[src/rtl/serial_receiver_pkg.sv]
// serial_receiver_pkg: shared state encoding, defaults and sizing helper for the serial receiver
package serial_receiver_pkg;
  localparam int DEF_WIDTH = 32;
  localparam int DEF_TIMEOUT = 16;
  typedef enum logic {ST_IDLE, ST_RECV} state_t;
  function automatic int clog2(input int v);
    int r = 0;
    while ((1 << r) < v) r++;
    return r;
  endfunction
endpackage

[src/rtl/serial_receiver_if.sv]
// serial_receiver_if: serial bit stream in, word holding register and status out
interface serial_receiver_if import serial_receiver_pkg::*; #(parameter int WIDTH = DEF_WIDTH);
  logic Din;
  logic DinValid;
  logic ReadAck;
  logic [WIDTH-1:0] DataOut;
  logic RxValid;
  logic RxDone;
  logic RxBusy;
  logic RxError;
  logic Overrun;
  modport master(output Din, DinValid, ReadAck, input DataOut, RxValid, RxDone, RxBusy, RxError, Overrun);
  modport slave(input Din, DinValid, ReadAck, output DataOut, RxValid, RxDone, RxBusy, RxError, Overrun);
endinterface

[src/rtl/serial_rx_gap_timer.sv]
// serial_rx_gap_timer: saturating count of idle cycles inside a frame; expired marks the cycle the gap reaches TIMEOUT
module serial_rx_gap_timer import serial_receiver_pkg::*; #(
  parameter int TIMEOUT = DEF_TIMEOUT
) (
  input  logic Clk,
  input  logic Reset,
  input  logic clear,
  input  logic count_en,
  output logic expired
);
  if (TIMEOUT == 0) begin : g_off
    logic unused;
    assign unused = ^{Clk, Reset, clear, count_en};
    assign expired = 1'b0;
  end else begin : g_on
    localparam int GW = clog2(TIMEOUT + 1);
    localparam logic [GW-1:0] LIMIT = GW'(TIMEOUT);
    logic [GW-1:0] gap;
    always_ff @(posedge Clk or posedge Reset)
      if (Reset) gap <= '0;
      else if (clear) gap <= '0;
      else if (count_en && gap != LIMIT) gap <= gap + 1'b1;
    // fires on the idle cycle that brings the gap up to TIMEOUT, so the error is registered on that same edge
    assign expired = count_en && gap == LIMIT - 1'b1;
  end
endmodule

[src/rtl/serial_receiver.sv]
// serial_receiver: MSB-first deserialiser with valid/ack holding register, gap timeout and overrun flag
module serial_receiver import serial_receiver_pkg::*; #(
  parameter int WIDTH = DEF_WIDTH,
  parameter int TIMEOUT = DEF_TIMEOUT
) (
  input logic Clk,
  input logic Reset,
  serial_receiver_if.slave bus
);
  localparam int BW = clog2(WIDTH) + 1;
  localparam logic [BW-1:0] LAST = BW'(WIDTH - 1);
  state_t state;
  logic [WIDTH-2:0] shift;
  logic [WIDTH-1:0] data_out, next_word;
  logic [BW-1:0] bitcnt;
  logic rx_valid, rx_done, rx_busy, rx_error, overrun, expired;
  assign next_word = {shift, bus.Din};
  serial_rx_gap_timer #(.TIMEOUT(TIMEOUT)) u_gap (
    .Clk(Clk),
    .Reset(Reset),
    .clear(bus.DinValid || state != ST_RECV),
    .count_en(state == ST_RECV && !bus.DinValid),
    .expired(expired)
  );
  // no start bit on the link: any valid bit in IDLE opens a frame with bitcnt at 0
  always_ff @(posedge Clk or posedge Reset)
    if (Reset) begin
      state <= ST_IDLE;
      shift <= '0;
      bitcnt <= '0;
      data_out <= '0;
      rx_valid <= 1'b0;
      rx_done <= 1'b0;
      rx_busy <= 1'b0;
      rx_error <= 1'b0;
      overrun <= 1'b0;
    end else begin
      rx_done <= 1'b0;
      rx_error <= 1'b0;
      if (bus.ReadAck && rx_valid) begin
        rx_valid <= 1'b0;
        overrun <= 1'b0;
      end
      if (bus.DinValid) begin
        shift <= next_word[WIDTH-2:0];
        if (bitcnt == LAST) begin
          data_out <= next_word;
          rx_valid <= 1'b1;
          rx_done <= 1'b1;
          bitcnt <= '0;
          state <= ST_IDLE;
          rx_busy <= 1'b0;
          if (rx_valid && !bus.ReadAck) overrun <= 1'b1;
        end else begin
          bitcnt <= bitcnt + 1'b1;
          state <= ST_RECV;
          rx_busy <= 1'b1;
        end
      end else if (expired) begin
        bitcnt <= '0;
        state <= ST_IDLE;
        rx_busy <= 1'b0;
        rx_error <= 1'b1;
      end
    end
  assign bus.DataOut = data_out;
  assign bus.RxValid = rx_valid;
  assign bus.RxDone = rx_done;
  assign bus.RxBusy = rx_busy;
  assign bus.RxError = rx_error;
  assign bus.Overrun = overrun;
endmodule

[src/flat_wrapper.sv]
// flat-port wrapper written by rule: the top's interface ports become plain ports
module serial_receiver_flat import serial_receiver_pkg::*;
#(
  parameter int WIDTH = DEF_WIDTH,
  parameter int TIMEOUT = DEF_TIMEOUT
)
  (Clk, Reset, bus_Din, bus_DinValid, bus_ReadAck, bus_DataOut, bus_RxValid, bus_RxDone, bus_RxBusy, bus_RxError, bus_Overrun);
  serial_receiver_if #(.WIDTH(WIDTH)) bus_i ();
  input logic Clk;
  input logic Reset;
  input wire logic [$bits(bus_i.Din)-1:0] bus_Din;
  input wire logic [$bits(bus_i.DinValid)-1:0] bus_DinValid;
  input wire logic [$bits(bus_i.ReadAck)-1:0] bus_ReadAck;
  output wire logic [$bits(bus_i.DataOut)-1:0] bus_DataOut;
  output wire logic [$bits(bus_i.RxValid)-1:0] bus_RxValid;
  output wire logic [$bits(bus_i.RxDone)-1:0] bus_RxDone;
  output wire logic [$bits(bus_i.RxBusy)-1:0] bus_RxBusy;
  output wire logic [$bits(bus_i.RxError)-1:0] bus_RxError;
  output wire logic [$bits(bus_i.Overrun)-1:0] bus_Overrun;
  assign bus_i.Din = bus_Din;
  assign bus_i.DinValid = bus_DinValid;
  assign bus_i.ReadAck = bus_ReadAck;
  assign bus_DataOut = bus_i.DataOut;
  assign bus_RxValid = bus_i.RxValid;
  assign bus_RxDone = bus_i.RxDone;
  assign bus_RxBusy = bus_i.RxBusy;
  assign bus_RxError = bus_i.RxError;
  assign bus_Overrun = bus_i.Overrun;
  serial_receiver #(.WIDTH(WIDTH), .TIMEOUT(TIMEOUT)) u_core (.Clk(Clk), .Reset(Reset), .bus(bus_i));
endmodule
[config.mk]
export PLATFORM = sky130hd
export DESIGN_NAME = serial_receiver_flat
export DESIGN_NICKNAME = d
export VERILOG_FILES = /design/src/rtl/serial_receiver_pkg.sv /design/src/rtl/serial_receiver_if.sv /design/src/rtl/serial_rx_gap_timer.sv /design/src/rtl/serial_receiver.sv /design/src/flat_wrapper.sv
export SDC_FILE = /design/constraint.sdc
export NUM_CORES = 1
export LEC_CHECK = 0
export ABC_AREA = 1
export CAP_MARGIN = 5
export CORE_ASPECT_RATIO = 0.7
export CORE_MARGIN = 10
export CORE_UTILIZATION = 25
export CTS_CLUSTER_DIAMETER = 30
export DETAILED_ROUTE_END_ITERATION = 6
export MAX_ROUTING_LAYER = met4
export PLACE_DENSITY = 0.47
export SYNTH_ARGS = -nofsm -noshare
export SYNTH_HDL_FRONTEND = slang
export SYNTH_SLANG_ARGS = --single-unit
[constraint.sdc]
create_clock -name Clk -period 7.7 [get_ports Clk]
set_input_delay 1.54 -clock Clk [delete_from_list [all_inputs] [get_ports Clk]]
set_output_delay 1.54 -clock Clk [all_outputs]
set_load 0.01 [all_outputs]
==> results.cfg, run 1 <==
[logic_synthesis]
netlist_top_cells_count = 84 x nand2_1, 79 x dfrtp_1, 45 x inv_1
syn-cell-area_sq_mm = 0.00321
async_flop_share = 1.00
synth.most_common_cell = nand2_1
synth_seq_cells = 79
ys_seq_area_frac = 0.615
syn_area_per_cell_sq_um = 9.86
synth_edf_count = 0
synth_top_area_frac = 0.615
synth_flop_cell = dfrtp_1
yosys.area.top_type = dfrtp_1
synthCells = 326
synth_nets = 335
yosysWarnings = 0
synth_area_leaders = dfrtp_1 62%, nand2_1 9.8%, o21ai_2 6.3%
synth.distinct_cells = 21

[sta]
fin_ws_ns = 4.73
max-slew-margin-rel = 0.322
fin_crit_ns = 2.97
max_freq_mhz = 336
skew_ns = 0.00335
tightest_slew_ns = 1.02
post-route-period-util = 0.386
finalHoldViolCount = 0
rsz0062_at_grt = false
setup_tns_ns = 0
drv_slew = 0
setup_viol = 0
fin_hold_ws_ns = 0.478

[layout]
fin_nets = 374
drive_gt1_frac = 0.111
final_area_sq_mm = 0.00399
diodes = 0
post-route-util = 0.319
area_growth_pct = 24.1

[worst_setup_path]
end_kind = register
slowest_stage = buf_2
start_kind = input pin
worstPathArrival_ns = 3.22
slowest_delay_ns = 0.74
path_buf_inv = 2
cp_max_fo = 69
critPathRequiredTime_ns = 7.95
path_delay_family = buffers and inverters
crit_chain = buf_2, nor2_1, nand2_1, inv_1, nor2_1, nand2_1, o21ai_0
critical_path_class = in2reg

[hold_path]
hp-class = reg2reg

[clocking]
cts_buffers = 9
insertion_delay_ns = 0.33
path_clk_slew_ns = 0.05
cts_hold_buffers = 0
cts_resized = 0
cts_tree = built
cts.path.max_buffers = 2
cts_setup_buffers = 0
cts_root_buf = clkbuf_16
htreeDepth = 3
cts.sinks = 79

[placement]
place_area_sq_mm = 0.00373
place_hpwl_um = 4190
routabilityCongestion = 0.773
io_buffer_count = 41
post-place-ws_ns = 4.36

[floorplanning]
ios = 42
die_w_um = 156
chipHeight_um = 115
initial_core_util = 0.257
rows = 34
dieArea_sq_mm = 0.0179
design.core.area_sq_mm = 0.0125

[power]
p_per_area_mw_per_mm2 = 250
power_leakage_nw = 1.77
irDropWorstVdd_mv = 0.107

[global_routing]
grt_antenna_before_repair = 0
overflow = 0
grt_pass1_wl_um = 11300
grt_pass1_vias = 2119
grtUsageTotal = 0.0814
grt_max_degree = 80

[route]
ant_nets = 0
drt-total-wl_um = 6440
detail_route.iter0.violations = 128
drc_errors = 0
detail_route.wl_per_cell_um = 12.1
viasPerCell = 4.02
vias = 2134
dr.pass1.iters = 5

[run]
max_cap_viol_count = 0

[outcome]
status = completed
power by group:
| part | leakage [nW] | internal [mW] | total, mW | switching [mW] |
|---|---|---|---|---|
| clock network | 0.127 | 0.225 | 0.376 | 0.151 |
| registers | 1.06 | 0.463 | 0.500 | 0.0372 |
| logic | 0.586 | 0.0488 | 0.118 | 0.0697 |
| total | 1.77 | 0.737 | 0.995 | 0.258 |
sequential cells by signal, summed over array words and instances, names as in the netlist, named ones only:
signal,flops
u_core.bus.DataOut,32
u_core.u_gap.g_on.gap,5
u_core.bus.RxBusy,1
u_core.bus.RxDone,1
u_core.bus.RxError,1
u_core.bus.RxValid,1
u_core.bitcnt,6
u_core.shift,31
per-layer routing:
layer  wire length [um]  up-vias  global-route usage
met5                  0        -                   -
met4                119        0              0.0354
met3                560       12              0.0422
met2               2460       42               0.102
met1               3300      976               0.106
li1                   -     1104                   -
worst paths after layout:
check | from | to | slack (ns) | depth (start not counted)
max | bus_DinValid | u_core.bitcnt[0]$_DFFE_PP0P_ | 4.73 | 7
min | u_core.shift[4]$_DFFE_PP0P_ | u_core.shift[5]$_DFFE_PP0P_ | 0.48 | 2
max reg2reg | u_core.bitcnt[0]$_DFFE_PP0P_ | u_core.bus.DataOut[0]$_DFFE_PP0P_ | 5.76 | 8
min reg2reg | u_core.shift[4]$_DFFE_PP0P_ | u_core.shift[5]$_DFFE_PP0P_ | 0.48 | 2
max in group asynchronous | Reset | u_core.bus.RxValid$_DFF_PP0_ | 5.20 | 3
min in group asynchronous | Reset | u_core.bus.DataOut[18]$_DFFE_PP0P_ | 1.86 | 3
cell type report:
class / count / area (sq um)
clock buffers: 14 / 254
flip-flops and latches: 79 / 1980
clock inverters: 1 / 5.00
multi-input cells: 187 / 958
repair buffers: 43 / 420
well taps: 162 / 203
fillers: 1316 / 8520
inverters: 45 / 170
layout by cell type (no fill, tap or decap), types with 2 or more instances in the layout:
master	n
a21oi_1	2
buf_4	2
clkbuf_1	4
clkbuf_16	9
clkdlybuf4s50_1	40
clkinv_2	2
dfrtp_1	79
ha_1	4
inv_1	44
nand2_1	84
nand3_1	10
nand4_1	3
nor2_1	7
o21ai_0	40
o21ai_1	8
o21ai_2	23
through the flow:
step / instances / total power [mW]
final: 531 / 0.995
after global routing: 531 / 1.06
after CTS: 531 / 1.02
after detailed placement: 516 / 0.629
after global placement: 516 / 0.627
after floorplan: 326 / 0.583
tightest hold or removal path: stages, from the launching register on:
cell and delay [ns]:
dfrtp_1 0.33, nand2_1 0.05, o21ai_0 0.06
cells by family (layout without fill, tap and decap cells):
group	Yosys count	in the layout	share of synthesized area
AO/OA/AOI/OAI	74	74	0.143
AND/OR/NAND/NOR	108	108	0.137
XOR/XNOR	1	1	0.00273
buffers and inverters	60	103	0.0864
adder cells (fa/ha/maj)	4	4	0.0156
flip-flops	79	79	0.615
No activity file was read; power rests on OpenSTA's default activity.
==> run 2: changes to the inputs <==
==> constraint.sdc (replaced) <==
create_clock -name Clk -period 2.8 [get_ports Clk]
set_input_delay 0.56 -clock Clk [delete_from_list [all_inputs] [get_ports Clk]]
set_output_delay 0.56 -clock Clk [all_outputs]
set_load 0.01 [all_outputs]
==> run 2 against run 1 <==
  * Routed wire length is 1.7% higher
  * Die area stayed put
  * Global-route usage is 0.13 points lower
  * First-iteration DRC count is 15% higher
  * Cell area is 1.9% higher
  * Sequential power grew to 2.8 times the previous value
  * Non-clock buffer count is 3 higher
  * Worst setup slack worse by 3.8 ns
  * Via count is 0.56% higher
  * Core utilization is 0.60 points higher
  * Clock-buffer cell count is 4 lower
==> results.cfg, run 2 (synthesis results as in run 1) <==
[outcome]
status = completed

[worst_setup_path]
start_kind = register
path_delay_family = buffers and inverters
path_buf_inv = 1
critPathRequiredTime_ns = 2.24
slowest_delay_ns = 0.57
crit_chain = clkdlybuf4s50_1
critical_path_class = reg2out
end_kind = primary output
slowest_stage = clkdlybuf4s50_1
worstPathArrival_ns = 1.29
cp_max_fo = 2

[route]
dr.pass1.iters = 4
viasPerCell = 4.01
drt-total-wl_um = 6550
ant_nets = 0
detail_route.iter0.violations = 147
detail_route.wl_per_cell_um = 12.2
drc_errors = 0
vias = 2146

[sta]
rsz0062_at_grt = false
setup_tns_ns = 0
max-slew-margin-rel = 0.541
finalHoldViolCount = 0
fin_crit_ns = 1.85
fin_ws_ns = 0.948
drv_slew = 0
post-route-period-util = 0.662
fin_hold_ws_ns = 0.477
setup_viol = 0
max_freq_mhz = 540
skew_ns = 0.00436
tightest_slew_ns = 0.687

[layout]
post-route-util = 0.325
largest_register_ff_count = 32
fin_nets = 377
final_cell_mix = 84 x nand2_1, 79 x dfrtp_1, 44 x inv_1
layout_commonest_cell = nand2_1
final_area_sq_mm = 0.00406
diodes = 0
area_growth_pct = 26.4
final_cells = 535
drive_gt1_frac = 0.131

[floorplanning]
dieArea_sq_mm = 0.0179
initial_core_util = 0.257
die_w_um = 156
chipHeight_um = 115
rows = 34
ios = 42
design.core.area_sq_mm = 0.0125

[placement]
routabilityCongestion = 0.725
placed_cells_incl_taps = 519
place_hpwl_um = 4570
io_buffer_count = 41
post-place-ws_ns = 1.06
place_area_sq_mm = 0.00376

[power]
power_mw = 2.87
irDropWorstVdd_mv = 0.267
power_leakage_nw = 1.81
p_per_area_mw_per_mm2 = 707

[clocking]
insertion_delay_ns = 0.33
cts_buffers = 9
cts_hold_buffers = 0
htreeDepth = 3
cts_root_buf = clkbuf_16
path_clk_slew_ns = 0.06
cts_tree = built
cts.sinks = 79
cts_setup_buffers = 0
cts.path.max_buffers = 2
cts_resized = 0

[global_routing]
overflow = 0
grt_max_degree = 68
grt_pass1_wl_um = 11000
grtUsageTotal = 0.0801
grt_antenna_before_repair = 0
grt_pass1_vias = 2103

[hold_path]
hp-class = reg2reg

[run]
max_cap_viol_count = 0
-- run 2: final cells by class --
class	count	area (sq um)
sequential	79	1980
timing repair buffer	46	455
multi-input combinational	187	958
inverter	45	170
tap	162	203
clock inverter	6	60.1
fill	1320	8440
clock buffer	10	239
-- run 2: worst reg2reg max path: stages, from the launching register on --
cell	delay, ns
dfrtp_1	0.45
ha_1	0.26
nand3_2	0.10
nor2_2	0.19
nand2_2	0.08
buf_4	0.26
nand2_1	0.15
o21ai_2	0.05
-- run 2: worst paths after layout --
kind / startpoint / to / slack [ns] / cells past startpoint
max: u_core.bus.DataOut[31]$_DFFE_PP0P_ / bus_DataOut[31] / 0.95 / 1
min: u_core.shift[4]$_DFFE_PP0P_ / u_core.shift[5]$_DFFE_PP0P_ / 0.48 / 2
max reg2reg: u_core.bitcnt[0]$_DFFE_PP0P_ / u_core.bus.DataOut[23]$_DFFE_PP0P_ / 1.14 / 7
min reg2reg: u_core.shift[4]$_DFFE_PP0P_ / u_core.shift[5]$_DFFE_PP0P_ / 0.48 / 2
max in group asynchronous: Reset / u_core.bitcnt[0]$_DFFE_PP0P_ / 1.56 / 3
min in group asynchronous: Reset / u_core.shift[21]$_DFFE_PP0P_ / 0.64 / 2
-- run 2: power by group --
group	leakage, nW	internal (mW)	switching (mW)
Clock	0.144	0.709	0.455
Sequential	1.06	1.27	0.104
Combinational	0.605	0.138	0.194
Total	1.81	2.12	0.753
-- run 2: metal layers --
layer  global-route usage  vias up  part of all wire
met5                    -        -                 0
li1                     -     1114                 -
met2                0.104       42              0.40
met1                0.106      986              0.52
met3               0.0414        4             0.073
met4               0.0205        0            0.0078
==> run 3: changes to the inputs <==
--- a/config.mk
+++ b/config.mk
@@ -13,7 +13,7 @@
 export CTS_CLUSTER_DIAMETER = 30
 export DETAILED_ROUTE_END_ITERATION = 6
 export MAX_ROUTING_LAYER = met4
-export PLACE_DENSITY = 0.47
+export PLACE_DENSITY = 0.49
 export SYNTH_ARGS = -nofsm -noshare
 export SYNTH_HDL_FRONTEND = slang
 export SYNTH_SLANG_ARGS = --single-unit
==> constraint.sdc (replaced) <==
create_clock -name Clk -period 1.7 [get_ports Clk]
set_input_delay 0.34 -clock Clk [delete_from_list [all_inputs] [get_ports Clk]]
set_output_delay 0.34 -clock Clk [all_outputs]
set_load 0.01 [all_outputs]
==> run 3 against run 2 <==
  * Register-to-register slack worse by 0.94 ns
  * Clock skew grew 0.0029 ns
  * Clock-buffer cell count increased by 2
  * Total power is 71% higher
  * Cell area is 1.9% higher
  * Clock power up 81%
  * Critical path type unchanged
  * Critical endpoint is now bus_RxValid
  * Highest routed layer unchanged
==> results.cfg, run 3 (synthesis results as in run 1) <==
[outcome]
status = completed

[layout]
largest_register_ff_count = 32
drive_gt1_frac = 0.136
area_growth_pct = 28.9
layout_commonest_cell = nand2_1
fin_nets = 379
multiInputGateArea_sq_um = 961
fillers = 1292
regArea_sq_mm = 0.00198
final_cells = 536
post-route-util = 0.331
final_cell_mix = 84 x nand2_1, 79 x dfrtp_1, 44 x inv_1
diodes = 0
final_area_sq_mm = 0.00414

[sta]
fin_ws_ns = 0.0510
max-slew-margin-rel = 0.724
post-route-period-util = 0.970
setup_tns_ns = 0
setup_viol = 0
rsz0062_at_grt = false
skew_ns = 0.00725
fin_crit_ns = 1.65
fin_hold_ws_ns = 0.401
tightest_slew_ns = 0.414
max_freq_mhz = 606
drv_slew = 0
finalHoldViolCount = 0

[worst_setup_path]
start_kind = register
reg2reg_to = u_core.bitcnt[2]$_DFFE_PP0P_
crit_chain = clkdlybuf4s50_1
slowest_delay_ns = 0.57
worstPathArrival_ns = 1.31
critical_path_class = reg2out
critPathRequiredTime_ns = 1.36
slowest_stage = clkdlybuf4s50_1
regToRegSetupSlack_ns = 0.20
path_delay_family = buffers and inverters
r2r_start = u_core.u_gap.g_on.gap[0]$_DFFE_PP0P_
cp_max_fo = 4
end_kind = primary output
path_buf_inv = 1
r2r.worst_path.cells = 9

[floorplanning]
initial_core_util = 0.257
ios = 42
design.core.area_sq_mm = 0.0125
rows = 34
dieArea_sq_mm = 0.0179
chipHeight_um = 115
die_w_um = 156

[hold_path]
hp-class = in2reg
hp-start = bus_DinValid
min_to = u_core.bus.RxError$_DFF_PP0_
holdPathStages = 4

[clocking]
cts_tree = built
cts.sinks = 79
insertion_delay_ns = 0.33
cts_buffers = 9
cts_root_buf = clkbuf_16
htreeDepth = 3
cts.path.max_buffers = 2
cts_hold_buffers = 0
path_clk_slew_ns = 0.06

[placement]
post-place-ws_ns = 0.0933
place_area_sq_mm = 0.00381
io_buffer_count = 41
place_hpwl_um = 4320
placed_cells_incl_taps = 521
routabilityCongestion = 0.745

[global_routing]
overflow = 0
grt_max_degree = 80
grt_pass1_wl_um = 11100
grt_pass1_vias = 2223
grt_antenna_before_repair = 0
grtUsageTotal = 0.0794

[route]
ant_nets = 0
viasPerCell = 4.08
drc_errors = 0
detail_route.wl_per_cell_um = 11.9
detail_route.iter0.violations = 152
drt-total-wl_um = 6380
dr.pass1.iters = 4
vias = 2188

[power]
internal_power_mw = 3.73
p_switching_mw = 1.19
pwr-share-clk = 0.427
power_leakage_nw = 1.85
p_per_area_mw_per_mm2 = 1190
power_frac_seq = 0.459
irDropWorstVdd_mv = 0.547
power_mw = 4.92
p_sw_frac = 0.243
p_comb_frac = 0.114

[run]
max_cap_viol_count = 0
## run 3: cell types whose count changed in the layout (fill, tap and decap cells not counted), sizes merged
cell	change
buf	+2
clkbuf	+2
clkinv	-3
bufinv	+1
clkinvlp	-1
## run 3: routing by layer
metal  global-route usage  part of all wire  up-vias
met5                    -                 0        -
met4               0.0373             0.017        0
met3               0.0310             0.056        8
met2                0.111              0.42       37
met1               0.0982              0.50     1025
li1                     -                 -     1118
## run 3: power by group through the flow
stage / Sequential (mW) / Clock [mW] / Combinational (mW)
final: 2.26 / 2.10 / 0.561
after global routing: 2.29 / 2.26 / 0.663
after CTS: 2.26 / 2.19 / 0.580
after detailed placement: 2.29 / 0 / 0.577
after global placement: 2.28 / 0 / 0.567
after floorplan: 2.26 / 0 / 0.381
## run 3: final cells by class
cell class / count / share of cell area
Sequential cell: 79 / 0.477
Multi-Input combinational cell: 187 / 0.232
Timing Repair Buffer: 48 / 0.120
Clock buffer: 12 / 0.0644
Tap cell: 162 / 0.0490
Inverter: 45 / 0.0417
Clock inverter: 3 / 0.0157
## run 3: how the worst max path moves through the flow
| stage | from | to | slack, ns | cells past startpoint |
|---|---|---|---|---|
| after floorplan | u_core.bitcnt[0]$_DFFE_PP0P_ | u_core.bus.DataOut[10]$_DFFE_PP0P_ | 0.30 | 8 |
| after detailed placement | u_core.u_gap.g_on.gap[0]$_DFFE_PP0P_ | u_core.bitcnt[2]$_DFFE_PP0P_ | 0.09 | 9 |
| final | u_core.bus.RxValid$_DFF_PP0_ | bus_RxValid | 0.05 | 1 |
| after global routing | u_core.bus.RxValid$_DFF_PP0_ | bus_RxValid | 0.007 | 1 |
| after global placement | u_core.u_gap.g_on.gap[0]$_DFFE_PP0P_ | u_core.bitcnt[2]$_DFFE_PP0P_ | 0.1 | 9 |
| after CTS | u_core.bus.RxValid$_DFF_PP0_ | bus_RxValid | 0.03 | 1 |
## run 3: worst min-delay path, stage by stage
cell and delay (ns):
buf_2 0.13, nor2_1 0.07, nand2_1 0.07, inv_1 0.07
## run 3: timing repair
action,in CTS,in global routing
setup endpoints to repair,0,5
hold endpoints to repair,0,0
gates resized for setup,0,1
setup buffers,0,0
